$ cat src/rtl/mem_access_ctrl_pkg.sv
// Shared types and constants for the MEM-stage data-memory access controller.
package mem_access_ctrl_pkg;

    localparam int unsigned DATA_WIDTH          = 32;
    localparam int unsigned MAC_TIMEOUT_DEFAULT = 255;

    typedef enum logic [1:0] {
        MAC_ST_IDLE        = 2'd0,
        MAC_ST_WAIT_GNT    = 2'd1,
        MAC_ST_WAIT_RVALID = 2'd2,
        MAC_ST_ERROR       = 2'd3
    } mac_state_e;

endpackage

$ cat src/rtl/mem_access_ctrl_sat_counter.sv
// Saturating up-counter with enable; holds at all-ones once reached.
module sat_counter #(
    parameter int unsigned WIDTH = 32
) (
    input  logic             clk,
    input  logic             reset,
    input  logic             en,
    output logic [WIDTH-1:0] count
);

    // Count enabled cycles, sticking at the maximum value.
    always_ff @(posedge clk) begin
        if (reset) begin
            count <= '0;
        end else if (en && (count != '1)) begin
            count <= count + 1'b1;
        end
    end

endmodule

$ cat src/rtl/mem_access_ctrl.sv
// MEM-stage controller: drives EX/MEM loads/stores onto a handshaked,
// variable-latency data-memory port, stalls the upstream pipeline while an
// access is outstanding, and flags a sticky timeout error.
module mem_access_ctrl
    import mem_access_ctrl_pkg::*;
#(
    parameter int unsigned TIMEOUT_CYCLES = MAC_TIMEOUT_DEFAULT,
    parameter int unsigned ADDR_W         = 32,
    parameter int unsigned DATA_W         = DATA_WIDTH
) (
    input  logic              clk,
    input  logic              reset,
    input  logic              mem_read_i,
    input  logic              mem_write_i,
    input  logic [ADDR_W-1:0] addr_i,
    input  logic [DATA_W-1:0] wdata_i,
    output logic              dmem_req_o,
    output logic              dmem_we_o,
    output logic [ADDR_W-1:0] dmem_addr_o,
    output logic [DATA_W-1:0] dmem_wdata_o,
    input  logic              dmem_gnt_i,
    input  logic              dmem_rvalid_i,
    input  logic [DATA_W-1:0] dmem_rdata_i,
    output logic              stall_o,
    output logic              wb_bubble_o,
    output logic [DATA_W-1:0] rdata_o,
    output logic              err_o,
    output logic [31:0]       stall_cnt_o
);

    localparam int unsigned TIMER_W = $clog2(TIMEOUT_CYCLES + 1);
    localparam logic [TIMER_W-1:0] TIMER_LAST = TIMER_W'(TIMEOUT_CYCLES - 1);

    mac_state_e         state, state_next;
    logic [TIMER_W-1:0] timer;
    logic               op;
    logic               complete;
    logic               req_raw;
    logic               stall_raw;

    assign op = mem_read_i | mem_write_i;

    // Request fields come straight from EX/MEM, which is frozen while stalled.
    assign dmem_we_o    = mem_write_i;
    assign dmem_addr_o  = addr_i;
    assign dmem_wdata_o = wdata_i;
    assign rdata_o      = dmem_rdata_i;
    assign err_o        = (state == MAC_ST_ERROR);

    // Handshake sequencing; timeout overrides any other transition.
    always_comb begin
        state_next = state;
        req_raw    = 1'b0;
        complete   = 1'b0;
        unique case (state)
            MAC_ST_IDLE: begin
                req_raw = op;
                if (op) begin
                    if (dmem_gnt_i) begin
                        if (mem_write_i) complete   = 1'b1;
                        else             state_next = MAC_ST_WAIT_RVALID;
                    end else begin
                        state_next = MAC_ST_WAIT_GNT;
                    end
                end
            end
            MAC_ST_WAIT_GNT: begin
                req_raw = 1'b1;
                if (dmem_gnt_i) begin
                    if (mem_write_i) begin
                        complete   = 1'b1;
                        state_next = MAC_ST_IDLE;
                    end else begin
                        state_next = MAC_ST_WAIT_RVALID;
                    end
                end
            end
            MAC_ST_WAIT_RVALID: begin
                if (dmem_rvalid_i) begin
                    complete   = 1'b1;
                    state_next = MAC_ST_IDLE;
                end
            end
            MAC_ST_ERROR: begin
                state_next = MAC_ST_ERROR;
            end
            default: state_next = MAC_ST_IDLE;
        endcase

        stall_raw = op && !complete && (state != MAC_ST_ERROR);
        if (stall_raw && (timer == TIMER_LAST)) begin
            state_next = MAC_ST_ERROR;
        end
    end

    // Pipeline-facing outputs are held inactive while in reset.
    always_comb begin
        dmem_req_o  = 1'b0;
        stall_o     = 1'b0;
        wb_bubble_o = 1'b0;
        if (!reset) begin
            dmem_req_o  = req_raw;
            stall_o     = stall_raw;
            wb_bubble_o = stall_raw || ((state == MAC_ST_ERROR) && op);
        end
    end

    // State register.
    always_ff @(posedge clk) begin
        if (reset) state <= MAC_ST_IDLE;
        else       state <= state_next;
    end

    // Outstanding-access timer: counts stalled cycles, cleared on completion.
    always_ff @(posedge clk) begin
        if (reset || complete) begin
            timer <= '0;
        end else if (stall_raw) begin
            timer <= timer + 1'b1;
        end
    end

    sat_counter #(
        .WIDTH(32)
    ) u_stall_cnt (
        .clk  (clk),
        .reset(reset),
        .en   (stall_o),
        .count(stall_cnt_o)
    );

endmodule

$ cat config.mk
export PLATFORM = sky130hd
export DESIGN_NAME = mem_access_ctrl
export DESIGN_NICKNAME = d
export VERILOG_FILES = /design/src/rtl/mem_access_ctrl_pkg.sv /design/src/rtl/mem_access_ctrl_sat_counter.sv /design/src/rtl/mem_access_ctrl.sv
export SDC_FILE = /design/constraint.sdc
export NUM_CORES = 1
export LEC_CHECK = 0
export ABC_CLOCK_PERIOD_IN_PS = 3200
export BUFFER_PORTS_ARGS = -buffer_cell sky130_fd_sc_hd__buf_2
export CORE_MARGIN = 8
export CORE_UTILIZATION = 40
export CTS_CLUSTER_SIZE = 8
export DETAILED_ROUTE_END_ITERATION = 7
export HOLD_SLACK_MARGIN = 0.12
export PLACE_DENSITY = 0.77
export SLEW_MARGIN = 20
export SYNTH_ARGS = -nofsm -noshare
export SYNTH_HDL_FRONTEND = slang
export SYNTH_SLANG_ARGS = --single-unit
$ cat constraint.sdc
create_clock -name clk -period 3.2 [get_ports clk]
set_input_delay 0.96 -clock clk [delete_from_list [all_inputs] [get_ports clk]]
set_output_delay 0.96 -clock clk [all_outputs]
set_load 0.005 [all_outputs]
==> results of run 1 <==
[power breakdown]
part	switching (µW)	total (µW)	internal, µW
clock network	185	332	147
registers	14.0	546	532
logic	48.8	82.7	33.8
total	248	961	712
[path summary, 6_finish.rpt]
path	endpoint	slack, ps	depth (start not counted)
min	u_stall_cnt.count[26]	520	2
min reg2reg	u_stall_cnt.count[26]	520	2
max reg2reg	u_stall_cnt.count[22]	830	5
max	stall_o	310	6
[flip-flops by register name, indices dropped and copies added, names as in the netlist]
| signal | count |
|---|---|
| u_stall_cnt.count | 32 |
| timer | 8 |
| state | 2 |
[critical path: stages]
cell and delay [ps]:
buf_2 110, and3b_1 200, nor3_2 190, nand2_1 110, inv_2 180, buf_2 170
[final cells by class]
type / count / area share (%)
multi-input cells: 203 / 49.69
flip-flops and latches: 42 / 31.65
repair buffers: 50 / 10.17
well taps: 99 / 4.663
clock buffers: 5 / 2.591
inverters: 6 / 0.8479
clock inverters: 2 / 0.3768
[cell families (layout without fill, tap and decap cells)]
group	after synthesis	after routing	synth area share [%]
muxes	4	4	1.759
xor gates and xnor gates	7	7	2.052
and+or+nand+nor	125	125	25.84
buffers and inverters	118	63	27.68
AOI/OAI and AO/OA	64	64	13.27
DFF	42	42	28.14
adders and majority gates	3	3	1.256
[stage by stage]
stage / utilization (%) / instances / setup slack [ps] / hold slack [ps]
2_1_floorplan: - / 363 / 503.0 / 472.2
3_3_place_gp: 35.54 / 400 / 322.4 / 489.2
3_5_place_dp: 35.54 / 400 / 284.9 / 508.1
4_1_cts: 36.62 / 407 / 303.2 / 520.9
5_1_grt: 36.62 / 407 / 234.5 / 545.4
6_report: 36.62 / 407 / 309.6 / 518.0
[routing by layer]
| layer | wire length, µm | part of all wire (%) | up-vias | track usage [%] |
|---|---|---|---|---|
| met3 | 678 | 10 | 41 | 4.905 |
| li1 | - | - | 1084 | - |
| met5 | 0 | 0 | - | 0 |
| met4 | 250 | 3.8 | 0 | 6.433 |
| met2 | 3193 | 48 | 88 | 20.33 |
| met1 | 2535 | 38 | 1062 | 13.15 |
[placed cells by master, fill, tap and decap left out, types with 2 or more instances in the layout]
cell type / n
a31oi_1: 2
nor4_1: 3
nand2b_1: 2
or3_1: 15
and2_1: 2
inv_1: 5
o31ai_1: 8
nand2_1: 14
nand3_1: 15
or4_1: 9
xor2_1: 5
nor4_2: 2
nor2b_1: 4
and3_1: 5
ha_1: 3
nor3_1: 6
nand4_1: 15
mux2_4: 2
clkinv_2: 2
nand4_4: 2
mux2_2: 2
nor2_1: 22
a211oi_1: 2
o21ai_0: 13
xnor2_1: 2
o41ai_1: 2
buf_2: 42
o21a_1: 6
dfxtp_1: 42
a21oi_1: 25
and4_1: 3
clkbuf_8: 5
buf_4: 8
==> flow_summary.yaml, run 1 <==
run_status:
  status: "complete, no violations"
setup_path:
  cp_data_arrival_time_ps: 1930
  crit_type: "in2out"
  worstSetupEndpointType: "primary output"
  critPathRequiredTime_ps: 2240
  crit_start: "dmem_gnt_i"
  critPathMaxFanout: 9
  cp-start-kind: "input pin"
  r2r_start: "u_stall_cnt.count[12]"
drt:
  wirelength_mm: 6.658
  routed_via_density: 5.590
  drt_pre_antenna_iters: 4
  num_vias: 2275
  drtIter0Drc: 105
  remaining_drc_errors: 0
  wire_per_inst_um: 16.36
  final_antenna_net_count: 0
grt:
  antenna_found_initial: 0
  grt_pass1_vias: 2031
  grt_max_degree: 22
  grt_first_pass_wirelength_mm: 10.29
  grt-ovfl-total: 0
  grt.total_usage_pct: 12.26
synth:
  yosysMostFrequentCell: "buf_4"
  synth_edf_count: 0
  synth.top_cells.by_count: "buf_4, dfxtp_1, a21oi_1"
  ys_seq_elements: 42
  synthFlopType: "dfxtp_1"
  async_flop_share_pct: 0
  avgSynthCellArea_um2: 8.231
  synth_area_um2: 2988
  yosysTopAreaCellShare_pct: 28.14
  yosysWarnings: 0
  synth.net_count: 468
  synth_seq_area_share_pct: 28.14
  synth_area_leader_cell: "dfxtp_1"
  netlist_instances: 363
  synth.top_cells.by_area: "dfxtp_1, buf_4, a21oi_1"
  synth.distinct_cells: 46
placement:
  portBuffers: 42
  placed_area_um2: 2577
  gp_congestion: 0.8227
  hpwl_mm: 5.140
timing:
  drv_slew: 0
  clock_skew_ps: 3.377
  tns_ps: 0
  max_freq_mhz: 346.0
  slew_headroom_pct: 60.74
  min_period_ps: 2890
  rsz0062_at_grt: "false"
  hold_viol_final: 0
  min_period_over_period_pct: 90.32
  setup_violations: 0
  max_slew.worst_pin.slew_ps: 588.3
clocking:
  tritoncts: "built"
  post_cts_resize_count: 0
  cts.clk_slew.worst_paths_ps: 80
  clock_latency_ps: 290
  clk_path_buf_depth: 2
  clock_sinks: 42
  cts_made_buffers: 5
  ctsHoldBuffers: 0
  htree_levels: 2
  cts_setup_buffers: 0
  clockRootBuffer: "clkbuf_8"
hold_path:
  min_from: "u_stall_cnt.count[26]"
  worstHoldPathType: "reg2reg"
final_layout:
  layout-area-overhead-vs-synth_pct: -11.10
  finalInstanceArea_um2: 2656
  multi_input_area_um2: 1320
  layout-drive-gt1-share_pct: 23.05
  antenna_cells: 0
  fillers: 786
  regArea_um2: 840.8
  fin_nets: 413
floorplan:
  die_h_um: 102.4
  fp.coreArea_um2: 7253
  num_rows: 31
  die_w_um: 102.4
  start_util_pct: 41.19
  dieArea_um2: 10490
  io_pins: 235
power_and_ir_drop:
  vdd_ir_drop_max_mv: 0.1818
  power_uw: 960.5
  cellPowerDensity_nw_per_um2: 361.6
  p_leak_uw: 0.001044
job:
  maxCapViolCount: 0
Power figures use the tool's default switching activity.
==> inputs of run 2 (changes only) <==
--- a/config.mk
+++ b/config.mk
@@ -6,13 +6,13 @@
 export NUM_CORES = 1
 export LEC_CHECK = 0
 export ABC_CLOCK_PERIOD_IN_PS = 3200
-export BUFFER_PORTS_ARGS = -buffer_cell sky130_fd_sc_hd__buf_2
-export CORE_MARGIN = 8
-export CORE_UTILIZATION = 40
+export CORE_AREA = 8 8 84 86
 export CTS_CLUSTER_SIZE = 8
 export DETAILED_ROUTE_END_ITERATION = 7
+export DIE_AREA = 0 0 92 94
+export DONT_BUFFER_PORTS = 1
 export HOLD_SLACK_MARGIN = 0.12
-export PLACE_DENSITY = 0.77
+export PLACE_DENSITY = 0.64
 export SLEW_MARGIN = 20
 export SYNTH_ARGS = -nofsm -noshare
 export SYNTH_HDL_FRONTEND = slang
==> flow_summary.yaml, run 2 (synthesis gave the netlist of run 1 again) <==
setup_path:
  cp-start-kind: "input pin"
  critPathRequiredTime_ps: 2240
  critPathBufInv: 0
  path_delay_family: "compound AO/OA/AOI/OAI gates"
  worstSetupEndpointType: "primary output"
  cp_data_arrival_time_ps: 1730
  cp_cell_sequence: "and3b_1, a311o_1, nor2_1"
  critPathMaxFanout: 9
  slowest_delay_ps: 410
  crit_slowest_cell: "a311o_1"
  crit_type: "in2out"
timing:
  slew_headroom_pct: 61.99
  tns_ps: 0
  max_slew.worst_pin.slew_ps: 569.5
  min_period_over_period_pct: 84.10
  hold_ws_ps: 530.0
  min_period_ps: 2691
  max_freq_mhz: 371.6
  rsz0062_at_grt: "false"
  drv_slew: 0
  clock_skew_ps: 6.709
  hold_viol_final: 0
  setup_violations: 0
grt:
  antenna_found_initial: 0
  grt-ovfl-total: 0
  grt_pass1_vias: 1943
  grt.total_usage_pct: 13.79
  grt_max_degree: 37
  grt_first_pass_wirelength_mm: 9.791
clocking:
  clock_sinks: 42
  cts_made_buffers: 5
  cts_setup_buffers: 0
  tritoncts: "built"
  cts.clk_slew.worst_paths_ps: 80
  clock_latency_ps: 300
  ctsHoldBuffers: 0
  clockRootBuffer: "clkbuf_8"
  clk_path_buf_depth: 2
  post_cts_resize_count: 0
  htree_levels: 2
drt:
  num_vias: 2130
  routed_via_density: 6.265
  drt_pre_antenna_iters: 4
  drtIter0Drc: 77
  wire_per_inst_um: 18.13
  final_antenna_net_count: 0
  remaining_drc_errors: 0
  wirelength_mm: 6.163
job:
  maxCapViolCount: 0
floorplan:
  start_util_pct: 52.00
  fp.coreArea_um2: 5746
  dieArea_um2: 8648
  die_w_um: 92
  die_h_um: 94
  io_pins: 235
  num_rows: 28
placement:
  gp_congestion: 0.7540
  hpwl_mm: 4.481
  portBuffers: 0
power_and_ir_drop:
  p_seq_share_pct: 56.2
  p_leak_uw: 0.0008180
  power_uw: 972.6
  power_switching_uw: 241.2
  cellPowerDensity_nw_per_um2: 401.9
  switching_share_pct: 24.80
  vdd_ir_drop_max_mv: 0.2078
  power.internal_uw: 731.4
  combPwrFrac_pct: 6.4
  clock_power_share_pct: 37.4
final_layout:
  top_register: "u_stall_cnt.count"
  largest_register_ffs: 32
  final_cell_mix: "dfxtp_1, a21oi_1, nor2_1"
  layout-area-overhead-vs-synth_pct: -19.01
  fin_nets: 369
  layout-drive-gt1-share_pct: 10.57
  largest_registers: "u_stall_cnt.count x32, timer x8, state x2"
  final_common_cell: "dfxtp_1"
  antenna_cells: 0
run_status:
  status: "complete, no violations"
hold_path:
  worstHoldPathType: "reg2reg"
==> run 2: changes by cell type in the layout (fill, tap and decap cells not counted) <==
cell / delta
clkbuf_8: +1
clkbuf_1: +1
nor4_2: +1
nor4_1: -1
buf_2: -42
clkinv_2: -1
buf_4: -2
==> run 2: worst paths after layout <==
path | start | endpoint | slack, ps | cells after the start
worst max-delay path | dmem_gnt_i | wb_bubble_o | 510 | 3
worst min-delay path | timer[7] | timer[7] | 530 | 2
worst max register to register | u_stall_cnt.count[12] | u_stall_cnt.count[22] | 800 | 5
worst min register to register | timer[7] | timer[7] | 530 | 2
==> run 2: cell type report <==
class,count,area [µm²]
Tap cell,75,93.84
Inverter,6,22.52
Clock inverter,1,5.005
Clock buffer,7,86.33
Multi-Input combinational cell,203,1326
Sequential cell,42,840.8
Timing Repair Buffer,6,45.04
Fill cell,590,3326
==> run 2: stage by stage <==
stage / utilization, % / std cells / area (µm²) / setup WS (ps)
global route: 42.12 / 340 / 2420 / 457.4
detailed placement: 40.53 / 332 / 2328 / 390.5
floorplan: - / 363 / 2988 / 503.0
finish: 42.12 / 340 / 2420 / 508.9
CTS: 42.12 / 340 / 2420 / 498.8
global placement: 40.53 / 332 / 2328 / 431.8
==> run 2: per-layer routing <==
| layer | global-route usage (%) | vias up | wire, µm |
|---|---|---|---|
| met2 | 21.81 | 93 | 2809 |
| li1 | - | 998 | - |
| met5 | 0 | - | 0 |
| met1 | 14.30 | 1015 | 2437 |
| met4 | 6.980 | 0 | 157 |
| met3 | 8.074 | 24 | 760 |
==> run 2: worst register-to-register path, cell delays in order (launching register included) <==
cell	delay [ps]
dfxtp_1	490
nand4_4	210
nor4b_4	570
nor3b_4	600
nor4_2	110
mux2_4	310
==> run 2: power by group through the flow <==
stage	sequential, µW	clock (µW)	combinational [µW]
after floorplan	555	0	151
after global placement	559	0	61.6
after detailed placement	559	0	62.9
after CTS	547	376	63.3
after global routing	549	396	71.0
final	547	363	62.7
